$ cat config.mk
export PLATFORM = sky130hd
export DESIGN_NAME = neighbor_table_writer
export DESIGN_NICKNAME = d
export VERILOG_FILES = /design/src/rtl/neighbor_table_writer.sv
export SDC_FILE = /design/constraint.sdc
export NUM_CORES = 1
export LEC_CHECK = 0
export CELL_PAD_IN_SITES_DETAIL_PLACEMENT = 1
export CELL_PAD_IN_SITES_GLOBAL_PLACEMENT = 2
export CORE_UTILIZATION = 36
export CTS_BUF_LIST = sky130_fd_sc_hd__clkbuf_16
export DETAILED_ROUTE_END_ITERATION = 10
export PLACE_DENSITY_LB_ADDON = 0.08
export SYNTH_ARGS = -nofsm -noshare
export SYNTH_HDL_FRONTEND = slang
export SYNTH_SLANG_ARGS = --single-unit
$ cat constraint.sdc
create_clock -name clock -period 8.68 [get_ports clock]
set_clock_uncertainty 0.1 [all_clocks]
set_input_delay 1.736 -clock clock [delete_from_list [all_inputs] [get_ports clock]]
set_output_delay 1.736 -clock clock [all_outputs]
set_load 0.03 [all_outputs]
$ cat src/rtl/neighbor_table_writer.sv
// Producer side of the shared neighbor table: per start pulse, look up the reported
// neighbor ID, then update its entry in place or append it and bump neighborCount.
module neighbor_table_writer #(
    parameter int MAX_NEIGHBORS = 64
) (
    input  logic        clock,
    input  logic        nrst,
    input  logic        start,
    input  logic [15:0] pkt_neighborID,
    input  logic [15:0] pkt_clusterID,
    input  logic [15:0] pkt_batteryStat,
    input  logic [15:0] pkt_qValue,
    input  logic [15:0] data_in,
    output logic [10:0] address,
    output logic        wr_en,
    output logic [15:0] data_out,
    output logic        done,
    output logic [15:0] entry_index,
    output logic        new_entry,
    output logic        table_full
);

    // state   | meaning
    // IDLE    | waiting for start; count read is issued on the accepting edge
    // RD_CNT  | neighborCount on data_in; clamp it, begin scan or go straight to append
    // SCAN    | ID at r_idx on data_in; compare against the latched report ID
    // WR_ID   | neighborID write on the bus (append only)
    // WR_CLUS | clusterID write on the bus
    // WR_BAT  | batteryStat write on the bus
    // WR_Q    | qValue write on the bus
    // WR_CNT  | neighborCount = n+1 write on the bus (append only)
    // DONE    | done pulse; results held on entry_index/new_entry/table_full
    localparam logic [3:0] S_IDLE    = 4'd0;
    localparam logic [3:0] S_RD_CNT  = 4'd1;
    localparam logic [3:0] S_SCAN    = 4'd2;
    localparam logic [3:0] S_WR_ID   = 4'd3;
    localparam logic [3:0] S_WR_CLUS = 4'd4;
    localparam logic [3:0] S_WR_BAT  = 4'd5;
    localparam logic [3:0] S_WR_Q    = 4'd6;
    localparam logic [3:0] S_WR_CNT  = 4'd7;
    localparam logic [3:0] S_DONE    = 4'd8;

    localparam logic [10:0] ID_BASE   = 11'h048;
    localparam logic [10:0] CLUS_BASE = 11'h0C8;
    localparam logic [10:0] BAT_BASE  = 11'h148;
    localparam logic [10:0] Q_BASE    = 11'h1C8;
    localparam logic [10:0] CNT_ADDR  = 11'h68A;
    localparam logic [15:0] MAX_N     = 16'(MAX_NEIGHBORS);

    logic [3:0]  r_state;
    logic [15:0] r_id;
    logic [15:0] r_clus;
    logic [15:0] r_bat;
    logic [15:0] r_q;
    logic [15:0] r_count;
    logic [15:0] r_idx;
    logic        r_new;

    logic [15:0] w_count_in;
    logic [15:0] w_next_idx;
    logic        w_id_match;

    assign w_count_in = (data_in > MAX_N) ? MAX_N : data_in;
    assign w_next_idx = r_idx + 16'd1;
    assign w_id_match = (data_in == r_id);

    function automatic logic [10:0] f_word_addr(input logic [10:0] base, input logic [9:0] idx);
        return base + {idx, 1'b0};
    endfunction

    always_ff @(posedge clock or negedge nrst) begin
        if (!nrst) begin
            r_state     <= S_IDLE;
            r_id        <= '0;
            r_clus      <= '0;
            r_bat       <= '0;
            r_q         <= '0;
            r_count     <= '0;
            r_idx       <= '0;
            r_new       <= 1'b0;
            address     <= '0;
            wr_en       <= 1'b0;
            data_out    <= '0;
            done        <= 1'b0;
            entry_index <= '0;
            new_entry   <= 1'b0;
            table_full  <= 1'b0;
        end else begin
            wr_en <= 1'b0;
            done  <= 1'b0;
            case (r_state)
                S_IDLE: begin
                    if (start) begin
                        r_id        <= pkt_neighborID;
                        r_clus      <= pkt_clusterID;
                        r_bat       <= pkt_batteryStat;
                        r_q         <= pkt_qValue;
                        address     <= CNT_ADDR;
                        entry_index <= '0;
                        new_entry   <= 1'b0;
                        table_full  <= 1'b0;
                        r_state     <= S_RD_CNT;
                    end
                end
                S_RD_CNT: begin
                    r_count <= w_count_in;
                    r_idx   <= '0;
                    if (w_count_in == 16'd0) begin
                        r_new    <= 1'b1;
                        wr_en    <= 1'b1;
                        address  <= ID_BASE;
                        data_out <= r_id;
                        r_state  <= S_WR_ID;
                    end else begin
                        address <= ID_BASE;
                        r_state <= S_SCAN;
                    end
                end
                S_SCAN: begin
                    if (w_id_match) begin
                        r_new    <= 1'b0;
                        wr_en    <= 1'b1;
                        address  <= f_word_addr(CLUS_BASE, r_idx[9:0]);
                        data_out <= r_clus;
                        r_state  <= S_WR_CLUS;
                    end else if (w_next_idx < r_count) begin
                        r_idx   <= w_next_idx;
                        address <= f_word_addr(ID_BASE, w_next_idx[9:0]);
                    end else if (r_count < MAX_N) begin
                        r_idx    <= r_count;
                        r_new    <= 1'b1;
                        wr_en    <= 1'b1;
                        address  <= f_word_addr(ID_BASE, r_count[9:0]);
                        data_out <= r_id;
                        r_state  <= S_WR_ID;
                    end else begin
                        // scanned a full table without a hit: drop the report
                        table_full <= 1'b1;
                        done       <= 1'b1;
                        r_state    <= S_DONE;
                    end
                end
                S_WR_ID: begin
                    wr_en    <= 1'b1;
                    address  <= f_word_addr(CLUS_BASE, r_idx[9:0]);
                    data_out <= r_clus;
                    r_state  <= S_WR_CLUS;
                end
                S_WR_CLUS: begin
                    wr_en    <= 1'b1;
                    address  <= f_word_addr(BAT_BASE, r_idx[9:0]);
                    data_out <= r_bat;
                    r_state  <= S_WR_BAT;
                end
                S_WR_BAT: begin
                    wr_en    <= 1'b1;
                    address  <= f_word_addr(Q_BASE, r_idx[9:0]);
                    data_out <= r_q;
                    r_state  <= S_WR_Q;
                end
                S_WR_Q: begin
                    // count goes last so a reset mid-append never counts a partial entry
                    if (r_new) begin
                        wr_en    <= 1'b1;
                        address  <= CNT_ADDR;
                        data_out <= r_count + 16'd1;
                        r_state  <= S_WR_CNT;
                    end else begin
                        done        <= 1'b1;
                        entry_index <= r_idx;
                        new_entry   <= 1'b0;
                        r_state     <= S_DONE;
                    end
                end
                S_WR_CNT: begin
                    done        <= 1'b1;
                    entry_index <= r_idx;
                    new_entry   <= 1'b1;
                    r_state     <= S_DONE;
                end
                S_DONE: begin
                    r_state <= S_IDLE;
                end
                default: begin
                    r_state <= S_IDLE;
                end
            endcase
        end
    end

endmodule
Word level (Yosys, flattened, before mapping)
Index checks and enable logic that the tools add are counted.
- flip-flop bits (word level): 148
- latch bits: 0
- bits in writable memories: 0
- ROM bits: 0
- bits of input ports: 83
- output and inout port bits: 47
- memories kept: 0
- $add $sub $neg: 7
- multiply operators: 0
- div/mod/pow operators: 0
- $lt $le $gt $ge: 3
- equal/unequal tests: 19
- shift operators: 0
- mux-type cells: 50
- bitwise operators: 0
- reductions and logical operators: 16
- operators by type and width (kind ; number):
    2-to-1 mux 16 bit ; 11
    one-hot mux 16 bit (6 select lines) ; 1
    one-hot mux 11 bit (7 select lines) ; 1
    2-to-1 mux 11 bit ; 5
    one-hot mux 16 bit (3 select lines) ; 1
    adder 16 x 1 -> 16 bit (second input constant) ; 2
    one-hot mux 16 bit (2 select lines) ; 1
    one-hot mux 4 bit (8 select lines) ; 1
    adder 7 x 11 -> 11 bit (first input constant) ; 2
    adder 9 x 11 -> 11 bit (first input constant) ; 2
    2-to-1 mux 4 bit ; 5
    2-to-1 mux 1 bit ; 19
    == test 16 bit ; 1
    == test 4 x 3 -> 1 bit (second input constant) ; 4
    greater-than comparator 16 x 7 -> 1 bit (second input constant) ; 1
    logical NOT 16 bit ; 1
    < comparator 16 bit ; 1
    < comparator 16 x 7 -> 1 bit (second input constant) ; 1
    != test 2 bit (second input constant) ; 7
    adder 8 x 11 -> 11 bit (first input constant) ; 1
    AND reduction 5 bit ; 2
    != test 3 bit (second input constant) ; 3
    == test 4 x 2 -> 1 bit (second input constant) ; 2
    AND reduction 4 bit ; 2
    13 further kinds ; 18

Logic depth before layout (Yosys ltp)
Gate-level depths: netlist of run 1.
- word-level depth: 5
- depth in mapped cells: 20
- gate-level depth less buffers: 19

Least setup slack after synthesis of run 1
Ideal clock, no wire load.
- path type: register -> register
- from: register r_idx[4]
- to: register address[7]
- arrival time: 4234 ps
- required time: 8454 ps
- setup slack: 4220 ps
- stages on the path, launching flop included: 21
- cell sequence: dfrtp_1 > buf_2 > nand3_1 > nor4_1 > and3_1 > and3_1 > xor2_1 > ha_1 > nand2_1 > nor2_1 > nand4_1 > o21ai_2 > clkbuf_1 > clkbuf_1 > nor2_1 > a21oi_1 > ha_1 > o2111ai_1 > nand3_1 > xnor2_1 > a221o_1
- cells in the longest elaborated chain, start to end: 5
- elaborated cells between the ends (all ways): 11
- ends and longest elaborated chain (item ; line ; source):
    from (decl) ; 56 ; logic [15:0] r_idx;
    from (signal assigned) ; 127 ; r_idx <= w_next_idx;
    from (signal assigned) ; 130 ; r_idx <= r_count;
    adder 16 x 1 -> 16 bit ; 64 ; assign w_next_idx = r_idx + 16'd1;
    < comparator 16 bit or adder 7 x 11 -> 11 bit (tied branches) ; 126, 68 ;
    2-to-1 mux 11 bit ; 126 ; end else if (w_next_idx < r_count) begin
    2-to-1 mux 11 bit ; 120 ; if (w_id_match) begin
    one-hot mux 11 bit (7 select lines) ; 91 ; case (r_state)
    to (signal assigned) ; 123 ; address <= f_word_addr(CLUS_BASE, r_idx[9:0]);
    to (signal assigned) ; 128 ; address <= f_word_addr(ID_BASE, w_next_idx[9:0]);
    to (signal assigned) ; 133 ; address <= f_word_addr(ID_BASE, r_count[9:0]);
    to (decl) ; 14 ; output logic [10:0] address,
Parallel ways exist; a longest one is shown, timed or not.
A chain may end at the register's enable or synchronous reset.

Worst setup path in the final report of run 1
- from: register r_idx[4]
- to: register address[9]
Same word-level chain as after synthesis.

==> results of run 1 <==
==> cells in the mapped netlist, drive strengths merged, types with 4 or more instances <==
cell type | count | share of area (%)
mux2i | 8 | 1.0
o211ai | 7 | 0.67
a21o | 4 | 0.38
a221oi | 7 | 0.78
and2 | 4 | 0.32
buf | 7 | 0.45
a221o | 9 | 1.2
inv | 27 | 1.3
nor2 | 55 | 2.6
a22oi | 14 | 1.3
ha | 20 | 3.2
nand4 | 10 | 0.80
xor2 | 12 | 1.3
xnor2 | 43 | 4.8
dfrtp | 147 | 47
nand2 | 80 | 3.8
a31oi | 12 | 0.96
nand3 | 42 | 2.7
nor4 | 9 | 0.80
a222oi | 9 | 1.2
and3 | 9 | 0.72
o21ai | 51 | 3.3
mux2 | 68 | 9.8
nand2b | 7 | 0.56
o31ai | 4 | 0.38
nor3 | 12 | 0.77
clkbuf | 44 | 2.1
a21oi | 21 | 1.3
==> power by group <==
group          internal [mW]  switching, mW  total (mW)
sequential             0.934          0.210        1.14
clock                  0.380          0.334       0.714
combinational          0.667          0.933        1.60
==> how the worst max path moves through the flow <==
stage	to	from	depth (start not counted)	slack (ns)
after floorplan	address[7]$_DFFE_PN0P_	r_idx[4]$_DFFE_PN0P_	20	4.22
after global placement	data_out[0]$_DFFE_PN0P_	data_in[9]	9	3.41
after detailed placement	data_out[10]$_DFFE_PN0P_	data_in[11]	9	3.38
after CTS	r_idx[13]$_DFFE_PN0P_	r_idx[4]$_DFFE_PN0P_	14	3.63
after global routing	address[7]$_DFFE_PN0P_	r_idx[4]$_DFFE_PN0P_	18	3.21
final	address[9]$_DFFE_PN0P_	r_idx[4]$_DFFE_PN0P_	16	3.55
==> critical path, delay by kind of cell, from the launching register on <==
family          cells  cell delay, ns
compound gates      7            1.65
simple gates        4            1.42
fa+ha+maj           2            0.59
flops               1            0.53
xor+xnor            2            0.41
buf+inv             1            0.27
==> cell families (layout without fill, tap and decap cells) <==
group	count (synthesis)	in the layout	share of synthesized area, %
DFF	147	147	47.0
buffers and inverters	80	201	3.95
other	1	1	0.0479
and+or+nand+nor	239	239	14.1
xor gates and xnor gates	55	55	6.16
adders and majority gates	20	20	3.20
muxes	76	76	10.8
AOI/OAI and AO/OA	167	167	14.7
==> layout make-up <==
| type | count | area [µm²] | share of cell area (%) |
|---|---|---|---|
| multi-input cells | 558 | 3850 | 38.8 |
| well taps | 275 | 344 | 3.47 |
| clock buffers | 17 | 425 | 4.29 |
| repair buffers | 140 | 1370 | 13.8 |
| clock inverters | 15 | 141 | 1.42 |
| flip-flops and latches | 147 | 3680 | 37.1 |
| inverters | 29 | 109 | 1.10 |
==> per-layer routing <==
layer | GRT usage, % | vias to the layer above | share of wire [%]
met1 | 32.0 | 3333 | 46
li1 | - | 3038 | -
met3 | 5.12 | 34 | 4.7
met2 | 38.5 | 187 | 48
met4 | 8.11 | 0 | 2.1
met5 | 0 | - | 0
==> state kept, by name, indices dropped and copies added (netlist names) <==
name and flops:
data_out 16, entry_index 16, r_bat 16, r_clus 16, r_count 16, r_id 16
r_idx 16, r_q 16, address 10, r_state 4, done 1, new_entry 1
r_new 1, table_full 1, wr_en 1
==> through the flow <==
stage               std cells  instance area, µm²  power [mW]  hold slack (ns)  utilization [%]
floorplan                 785                7830        2.18            0.378                -
global placement         1149                9360        2.71            0.348             44.2
detailed placement       1149                9360        2.76            0.360             44.2
CTS                      1181                9920        3.49            0.372             46.9
global route             1181                9920        3.67            0.402             46.9
finish                   1181                9920        3.46            0.370             46.9
==> out/qor.txt, run 1 <==
Post-Syn Instances = 785
Hold path cells = 2
Number of synthesized flops with an enable pin = 0
Nets = 996
Worst R2R Start = r_idx[4]$_DFFE_PN0P_
1st-iter DRT viols = 405
# fillers = 2,320
DR vias = 6,592
Fraction of registers with async set/reset = 100%
Power Density = 349 nW/µm²
Die Ht = 149 µm
Final period util = 59.0%
Critical Path End Type = flop
Antenna cells = 0
Minimum clock period = 5.13 ns
Final HPWL DP = 18.7 mm
Commonest non-fill, non-tap cell in the layout = dfrtp_1
Area Growth Syn to Fin = 26.8%
Hold Startpoint = entry_index[4]$_DFFE_PN0P_
Crit-path max cell delay = 0.76 ns
Row cnt = 53
Global-route wire length before repair = 40.5 mm
Worst-path clk slew = 0.07 ns
R2R Path End = address[9]$_DFFE_PN0P_
Total CTS buffers = 17
Final hold violations = 0
Synth unique cells = 64
Synth Register Bits = 147
F_max = 195 MHz
WL final = 25.6 mm
Final setup vio count = 0
Critical path fanouts, max = 32
Core ar. = 21,200 µm²
TritonRoute pass-1 iters = 6
Worst-Margin Slew = 1.16 ns
Syn_nets = 888
Sequential share of the synthesized area = 47.0%
Final GP Congestion = 0.906
Max-cap violations = 0
Share of layout cells above drive strength 1 = 13.6%
CTS tree = yes
Setup Buffers After CTS = 0
Max H-tree Level = 4
RSZ-0062 raised after global routing = false
Cts hold-fix bufs = 0
Commonest cells after routing, fill and taps aside = 147 x dfrtp_1, 127 x clkdlybuf4s50_1, 80 x nand2_1
Grt ovf = 0
Worst rel slew slack = 22.6%
Worst path cell trace = nand3_1 > nor4_1 > nand3_1 > xnor2_1 > ha_1 > and2_0 > a221o_1 > a21oi_1 > o21ai_2 > buf_4 > a21oi_1 > ha_1 > o2111ai_1 > a31oi_1 > xor2_1 > o221ai_1
DRC Markers = 0
Drt via density = 5.58
Worst Reg2Reg Path Length in Cells = 16
Hold Crit Class = reg2reg
Warnings, synthesis = 0
Post-Syn Area = 7830 µm²
Setup ws final = 3.55 ns
Crit start category = flop
Root buf cell = clkbuf_16
Die Wd = 149 µm
Worst-case clock buffer depth = 2
Worst vdd ir = 0.155 mV
ANT nets after route = 0
Hold Path Sink = entry_index[4]$_DFFE_PN0P_
CTS sink count = 147
Largest net degree at the start of global routing = 86
Mean area per synthesized cell = 9.97 µm²
Clk_lat worst skew = 0.43 ns
Gr usage total = 24.0%
Routed len/inst = 21.6 µm
Dpl ws = 3.38 ns
CP Data Arrival Time = 5.31 ns
Lkg Pwr = 4.20 nW
Outcome = finished, final reports clean
Worst path slowest cell = nor4_1
Post-synth top flop = dfrtp_1
Crit Path Class = reg2reg
Port Buffer Count = 128
Setup slack, reg-to-reg = 3.55 ns
Top Ports = 130
Post_cts resized = 0
Fin. max-slew vios = 0
TNS Setup = 0 ns
Critical path data required time = 8.86 ns
Initial Utilization = 37.0%
Initial antenna violation count = 0
Die ar. = 22,300 µm²
Vias in the first global route = 7,002
Note: power is estimated with default switching activity, not from simulation.
==> run 2, diff against run 1 <==
--- a/config.mk
+++ b/config.mk
@@ -7,7 +7,7 @@
 export LEC_CHECK = 0
 export CELL_PAD_IN_SITES_DETAIL_PLACEMENT = 1
 export CELL_PAD_IN_SITES_GLOBAL_PLACEMENT = 2
-export CORE_UTILIZATION = 36
+export CORE_UTILIZATION = 31
 export CTS_BUF_LIST = sky130_fd_sc_hd__clkbuf_16
 export DETAILED_ROUTE_END_ITERATION = 10
 export PLACE_DENSITY_LB_ADDON = 0.08
==> constraint.sdc (replaced) <==
create_clock -name clock -period 4.5 [get_ports clock]
set_clock_uncertainty 0.1 [all_clocks]
set_input_delay 0.9 -clock clock [delete_from_list [all_inputs] [get_ports clock]]
set_output_delay 0.9 -clock clock [all_outputs]
set_load 0.03 [all_outputs]
==> run 2 against run 1 <==
  * Cell area increased by 3.7%
  * Non-clock buffer count grew 34
  * Final cell count grew 7.0%
  * First-iteration DRC count decreased by 14%
  * Sequential share of layout area shrank 1.3 points
  * Maximum frequency rose by 19%
  * Power up 100%
  * Via count up 2.3%
  * Critical path depth unchanged
  * Critical path type unchanged
  * Critical endpoint is now address[10]$_DFFE_PN0P_
  * Largest cell class unchanged
==> out/qor.txt, run 2 (same netlist as run 1, synthesis figures left out) <==
Drt via density = 5.33 (was 5.58)
Hold Path Sink = entry_index[10]$_DFFE_PN0P_ (was entry_index[4]$_DFFE_PN0P_)
Outcome = finished, final reports clean (unchanged)
Worst-case clock buffer depth = 2 (unchanged)
F_max = 232 MHz (was 195 MHz)
Crit-path max cell delay = 0.51 ns (was 0.76 ns)
Power Density = 681 nW/µm² (was 349 nW/µm²)
Area Growth Syn to Fin = 31.5% (was 26.8%)
Worst path cell trace = ha_1 > nand3_1 > nor3_2 > and3_2 > and3_1 > xor2_1 > ha_1 > nand2_1 > nor2_1 > nand4_1 > buf_4 > o21ai_4 > buf_12 > mux2_2 > or4_1 > a32oi_1 (was nand3_1 > nor4_1 > nand3_1 > xnor2_1 > ha_1 > and2_0 > a221o_1 > a21oi_1 > o21ai_2 > buf_4 > a21oi_1 > ha_1 > o2111ai_1 > a31oi_1 > xor2_1 > o221ai_1)
Critical path fanouts, max = 23 (was 32)
Die Wd = 161 µm (was 149 µm)
Internal = 4.06 mW (was 1.98 mW)
WHS = 0.369 ns (was 0.370 ns)
Total power = 7.01 mW (was 3.46 mW)
Root buf cell = clkbuf_16 (unchanged)
Largest net degree at the start of global routing = 100 (was 86)
RSZ-0062 raised after global routing = false (unchanged)
Initial antenna violation count = 1 (was 0)
Share of layout cells above drive strength 1 = 17.0% (was 13.6%)
Vias in the first global route = 7,370 (was 7,002)
CP Data Arrival Time = 4.55 ns (was 5.31 ns)
Max H-tree Level = 4 (unchanged)
Die ar. = 25,900 µm² (was 22,300 µm²)
R2R Path End = address[10]$_DFFE_PN0P_ (was address[9]$_DFFE_PN0P_)
WL final = 27.6 mm (was 25.6 mm)
Nets = 1,030 (was 996)
Placed inst area = 9680 µm² (was 9360 µm²)
Hold Startpoint = entry_index[10]$_DFFE_PN0P_ (was entry_index[4]$_DFFE_PN0P_)
Routed len/inst = 21.8 µm (was 21.6 µm)
Commonest non-fill, non-tap cell in the layout = dfrtp_1 (unchanged)
Max-cap violations = 0 (unchanged)
Core ar. = 24,500 µm² (was 21,200 µm²)
Minimum clock period = 4.30 ns (was 5.13 ns)
Initial Utilization = 31.9% (was 37.0%)
Core Util, Final = 42.0% (was 46.9%)
Worst Reg2Reg Path Length in Cells = 16 (unchanged)
Worst R2R Start = r_idx[1]$_DFFE_PN0P_ (was r_idx[4]$_DFFE_PN0P_)
Worst vdd ir = 0.248 mV (was 0.155 mV)
Multi-input combinational cell area = 3870 µm² (was 3850 µm²)
Antenna cells = 0 (unchanged)
Hold path cells = 2 (unchanged)
Row cnt = 57 (was 53)
# fillers = 2,754 (was 2,320)
ANT nets after route = 0 (unchanged)
Sw Ratio = 42.0% (was 42.7%)
Commonest cells after routing, fill and taps aside = 146 x dfrtp_1, 127 x clkdlybuf4s50_1, 80 x nand2_1 (was 147 x dfrtp_1, 127 x clkdlybuf4s50_1, 80 x nand2_1)
Most used cell, CP = ha_1
CTS sink count = 147 (unchanged)
Gr usage total = 22.2% (was 24.0%)
Crit start category = flop (unchanged)
Final hold violations = 0 (unchanged)
Final instance area = 10,300 µm² (was 9920 µm²)
Clk_lat worst skew = 0.43 ns (about the same)
Gate power share = 49.6% (was 46.3%)
Global-route wire length before repair = 43.6 mm (was 40.5 mm)
Sequential cell area = 3680 µm² (about the same)
Hold Crit Class = reg2reg (unchanged)
Critical Path End Type = flop (unchanged)
TritonRoute pass-1 iters = 5 (was 6)
Die Ht = 161 µm (was 149 µm)
DR vias = 6,743 (was 6,592)
Clk pwr share = 20.0% (was 20.6%)
Net Sw Power = 2.95 mW (was 1.48 mW)
Final GP Congestion = 0.933 (was 0.906)
Crit Path Class = reg2reg (unchanged)
Port Buffer Count = 128 (unchanged)
Fin. max-slew vios = 0 (unchanged)
Final period util = 95.6% (was 59.0%)
Top Ports = 130 (unchanged)
Final setup vio count = 0 (unchanged)
Worst-Margin Slew = 0.980 ns (was 1.16 ns)
Total CTS buffers = 17 (unchanged)
Critical path data required time = 4.74 ns (was 8.86 ns)
Grt ovf = 0 (unchanged)
Sequential Power Share = 30.4% (was 33.1%)
Worst rel slew slack = 34.7% (was 22.6%)
DRC Markers = 0 (unchanged)
Worst-path clk slew = 0.07 ns (about the same)
Lkg Pwr = 4.39 nW (was 4.20 nW)
Setup slack, reg-to-reg = 0.20 ns (was 3.55 ns)
Final HPWL DP = 20.6 mm (was 18.7 mm)
1st-iter DRT viols = 348 (was 405)
Worst path slowest cell = or4_1 (was nor4_1)
CTS tree = yes (unchanged)
[run 2: worst max-delay path, delay by kind of cell, from the launching register on]
family          cells  cell delay (ns)
simple gates        8             1.75
fa+ha+maj           2             0.60
compound gates      2             0.48
flops               1             0.43
buf+inv             2             0.39
mux                 1             0.38
xor+xnor            1             0.09
[run 2: repair_timing]
item,4_1_cts,5_1_grt
buffers inserted,1,3
resized for setup,2,4
setup endpoints to repair,5,11
pin swaps,1,2
hold buffers,0,0
[run 2: layout make-up]
type / instances / area share (%)
tap: 324 / 3.94
inverter: 29 / 1.06
timing repair buffer: 174 / 16.2
sequential: 147 / 35.7
clock inverter: 15 / 1.39
clock buffer: 17 / 4.13
multi-input combinational: 558 / 37.6
[run 2: routing by layer]
metal | global-route usage, % | share of wire [%] | vias up
li1 | - | - | 3107
met1 | 29.2 | 46 | 3433
met2 | 38.0 | 49 | 177
met3 | 3.49 | 3.5 | 26
met4 | 5.36 | 1.3 | 0
met5 | 0 | 0 | -
[run 2: through the flow]
| stage | setup TNS [ns] | setup WS (ns) | std cells |
|---|---|---|---|
| after CTS | 0 | 0.00429 | 1261 |
| after detailed placement | -0.0904 | -0.0904 | 1228 |
| final | 0 | 0.197 | 1264 |
| after floorplan | 0 | 0.0404 | 785 |
| after global routing | 0 | 0.00503 | 1264 |
| after global placement | 0 | 0.121 | 1228 |
[run 2: worst max-delay path by stage]
stage | startpoint | end | slack, ns | cells past startpoint
after floorplan | r_idx[4]$_DFFE_PN0P_ | address[7]$_DFFE_PN0P_ | 0.04 | 20
after global placement | r_idx[1]$_DFFE_PN0P_ | address[3]$_DFFE_PN0P_ | 0.12 | 16
after detailed placement | r_idx[1]$_DFFE_PN0P_ | address[3]$_DFFE_PN0P_ | -0.09 | 16
after CTS | r_idx[1]$_DFFE_PN0P_ | address[7]$_DFFE_PN0P_ | 0.004 | 18
after global routing | r_idx[2]$_DFFE_PN0P_ | address[7]$_DFFE_PN0P_ | 0.005 | 20
final | r_idx[1]$_DFFE_PN0P_ | address[10]$_DFFE_PN0P_ | 0.20 | 16
[run 2: power groups by stage]
stage / combinational, mW / sequential [mW] / clock [mW]
CTS: 3.50 / 2.13 / 1.44
detailed placement: 3.46 / 2.15 / 0
finish: 3.48 / 2.13 / 1.40
global placement: 3.38 / 2.13 / 0
floorplan: 1.90 / 2.30 / 0
global route: 3.79 / 2.19 / 1.49
==> run 3, diff against run 2 <==
--- a/config.mk
+++ b/config.mk
@@ -7,6 +7,7 @@
 export LEC_CHECK = 0
 export CELL_PAD_IN_SITES_DETAIL_PLACEMENT = 1
 export CELL_PAD_IN_SITES_GLOBAL_PLACEMENT = 2
+export CORE_MARGIN = 2
 export CORE_UTILIZATION = 31
 export CTS_BUF_LIST = sky130_fd_sc_hd__clkbuf_16
 export DETAILED_ROUTE_END_ITERATION = 10
==> run 3 against run 2 <==
  * Flip-flop and latch count stayed put
  * Hold slack worse by 0.0034 ns
  * Via count is 0.89% lower
  * Die area is 2.5% higher
  * Setup slack better by 0.12 ns
  * Cell area is 0.40% higher
  * Maximum frequency is 2.9% higher
  * Final cell count is 0.55% higher
  * Core utilization is 0.56 points lower
  * Non-clock buffer count is 1 higher
  * Largest power group unchanged
  * Global-route usage is 0.63 points lower
  * Critical endpoint unchanged
  * Wire length is 1.2% lower
==> out/qor.txt, run 3 (same netlist as run 1, synthesis figures left out) <==
Max-cap violations = 0 (unchanged)
F_max = 239 MHz (was 232 MHz)
Initial antenna violation count = 0 (was 1)
Cts hold-fix bufs = 0 (unchanged)
Fin. max-slew vios = 0 (unchanged)
Commonest cells after routing, fill and taps aside = 144 x dfrtp_1, 127 x clkdlybuf4s50_1, 80 x nand2_1 (was 146 x dfrtp_1, 127 x clkdlybuf4s50_1, 80 x nand2_1)
Core ar. = 25,000 µm² (was 24,500 µm²)
WL final = 27.2 mm (was 27.6 mm)
Gate power share = 49.3% (was 49.6%)
ANT nets after route = 0 (unchanged)
Worst Reg2Reg Path Length in Cells = 15 (was 16)
Minimum clock period = 4.18 ns (was 4.30 ns)
Multi-input combinational cell area = 3880 µm² (was 3870 µm²)
Top Ports = 130 (unchanged)
Clk pwr share = 20.7% (was 20.0%)
Die Ht = 163 µm (was 161 µm)
Hold Crit Class = reg2reg (unchanged)
Worst rel slew slack = 24.2% (was 34.7%)
Worst-case clock buffer depth = 2 (unchanged)
Power Density = 683 nW/µm² (was 681 nW/µm²)
Critical path data required time = 4.75 ns (was 4.74 ns)
CTS tree = yes (unchanged)
Worst-path clk slew = 0.07 ns (about the same)
Total CTS buffers = 17 (unchanged)
Share of layout cells above drive strength 1 = 17.5% (was 17.0%)
Root buf cell = clkbuf_16 (unchanged)
Final hold violations = 0 (unchanged)
TritonRoute pass-1 iters = 6 (was 5)
Crit. Startpoint = r_idx[2]$_DFFE_PN0P_ (was r_idx[1]$_DFFE_PN0P_)
Routed len/inst = 21.4 µm (was 21.8 µm)
Sw Ratio = 41.7% (was 42.0%)
Global-route wire length before repair = 43.1 mm (was 43.6 mm)
Area Growth Syn to Fin = 32.1% (was 31.5%)
Drt via density = 5.26 (was 5.33)
# fillers = 2,816 (was 2,754)
Clk_lat worst skew = 0.44 ns (was 0.43 ns)
Critical Path End Type = flop (unchanged)
Commonest non-fill, non-tap cell in the layout = dfrtp_1 (unchanged)
Grt ovf = 0 (unchanged)
Crit start category = flop (unchanged)
CTS sink count = 147 (unchanged)
Row cnt = 58 (was 57)
Internal = 4.11 mW (was 4.06 mW)
Critical path fanouts, max = 13 (was 23)
Sequential cell area = 3680 µm² (about the same)
Gr usage total = 21.6% (was 22.2%)
Worst R2R Start = r_idx[2]$_DFFE_PN0P_ (was r_idx[1]$_DFFE_PN0P_)
Setup slack, reg-to-reg = 0.32 ns (was 0.20 ns)
RSZ-0062 raised after global routing = false (unchanged)
Worst-Margin Slew = 1.13 ns (was 0.980 ns)
Final instance area = 10,300 µm² (about the same)
Worst setup path endpoint = address[10]$_DFFE_PN0P_ (unchanged)
1st-iter DRT viols = 416 (was 348)
Placed inst area = 9670 µm² (was 9680 µm²)
TNS Setup = 0 ns (unchanged)
Outcome = finished, final reports clean (unchanged)
Core Util, Final = 41.4% (was 42.0%)
Vias in the first global route = 7,364 (was 7,370)
Nets = 1,031 (was 1,030)
DRC Markers = 0 (unchanged)
Antenna cells = 0 (unchanged)
Final setup vio count = 0 (unchanged)
Lkg Pwr = 4.39 nW (about the same)
Final GP Congestion = 0.851 (was 0.933)
DR vias = 6,683 (was 6,743)
Net Sw Power = 2.95 mW (about the same)
R2R Path End = address[10]$_DFFE_PN0P_ (unchanged)
Port Buffer Count = 128 (unchanged)
Final HPWL DP = 20.4 mm (was 20.6 mm)
Crit Path Class = reg2reg (unchanged)
Worst vdd ir = 0.265 mV (was 0.248 mV)
Sequential Power Share = 30.0% (was 30.4%)
Max H-tree Level = 4 (unchanged)
CP Data Arrival Time = 4.43 ns (was 4.55 ns)
Die Wd = 163 µm (was 161 µm)
Die ar. = 26,500 µm² (was 25,900 µm²)
Initial Utilization = 31.3% (was 31.9%)
Largest net degree at the start of global routing = 83 (was 100)
Final period util = 93.0% (was 95.6%)
Total power = 7.06 mW (was 7.01 mW)
==> run 3: how the worst min path moves through the flow <==
stage                                           start                           to  slack, ns  cells past startpoint
after floorplan                    r_q[1]$_DFFE_PN0P_           r_q[1]$_DFFE_PN0P_       0.38                      1
after global placement    entry_index[12]$_DFFE_PN0P_  entry_index[12]$_DFFE_PN0P_       0.35                      2
after detailed placement  entry_index[12]$_DFFE_PN0P_  entry_index[12]$_DFFE_PN0P_       0.36                      2
final                     entry_index[14]$_DFFE_PN0P_  entry_index[14]$_DFFE_PN0P_       0.37                      2
after CTS                 entry_index[14]$_DFFE_PN0P_  entry_index[14]$_DFFE_PN0P_       0.37                      2
after global routing      entry_index[14]$_DFFE_PN0P_  entry_index[14]$_DFFE_PN0P_       0.39                      2
==> run 3: area by class of cell <==
class	instances	area share (%)
Inverter	29	1.05
Timing Repair Buffer	175	16.1
Clock buffer	17	4.12
Multi-Input combinational cell	558	37.5
Tap cell	330	4.00
Sequential cell	147	35.6
Clock inverter	15	1.61
==> run 3: critical path, cell delays in order (launching register included) <==
cell     delay [ns]
dfrtp_2        0.46
ha_1           0.20
nand3_1        0.11
nor3_2         0.21
and3_1         0.30
and3_1         0.20
xor2_1         0.23
ha_1           0.16
nand2_1        0.08
nor2_2         0.17
nand4_1        0.24
o21ai_4        0.28
buf_4          0.24
mux2_2         0.39
or4_1          0.51
a32oi_1        0.20
==> run 3: what timing repair did <==
item / CTS / global route
setup buffers: 0 / 6
pin swaps: 0 / 2
resized for setup: 2 / 9
endpoints found under the setup margin: 1 / 21
==> run 3: routing by layer <==
metal | global-route usage, % | routed length, µm
met2 | 36.2 | 13200
met4 | 6.48 | 535
met3 | 3.57 | 896
met1 | 28.6 | 12600
met5 | 0 | 0
==> run 3: through the flow <==
stage | instances | worst slack, ns | hold slack [ns]
2_1_floorplan | 785 | 0.0404 | 0.378
3_3_place_gp | 1233 | 0.221 | 0.348
3_5_place_dp | 1233 | 0.0431 | 0.359
4_1_cts | 1265 | 0.0105 | 0.374
5_1_grt | 1271 | 0.00477 | 0.391
6_report | 1271 | 0.317 | 0.365
==> run 3: power groups by stage <==
stage | clock [mW] | combinational, mW | sequential [mW]
2_1_floorplan | 0 | 1.90 | 2.30
3_3_place_gp | 0 | 3.38 | 2.12
3_5_place_dp | 0 | 3.43 | 2.15
4_1_cts | 1.51 | 3.46 | 2.12
5_1_grt | 1.56 | 3.81 | 2.18
6_report | 1.46 | 3.48 | 2.12
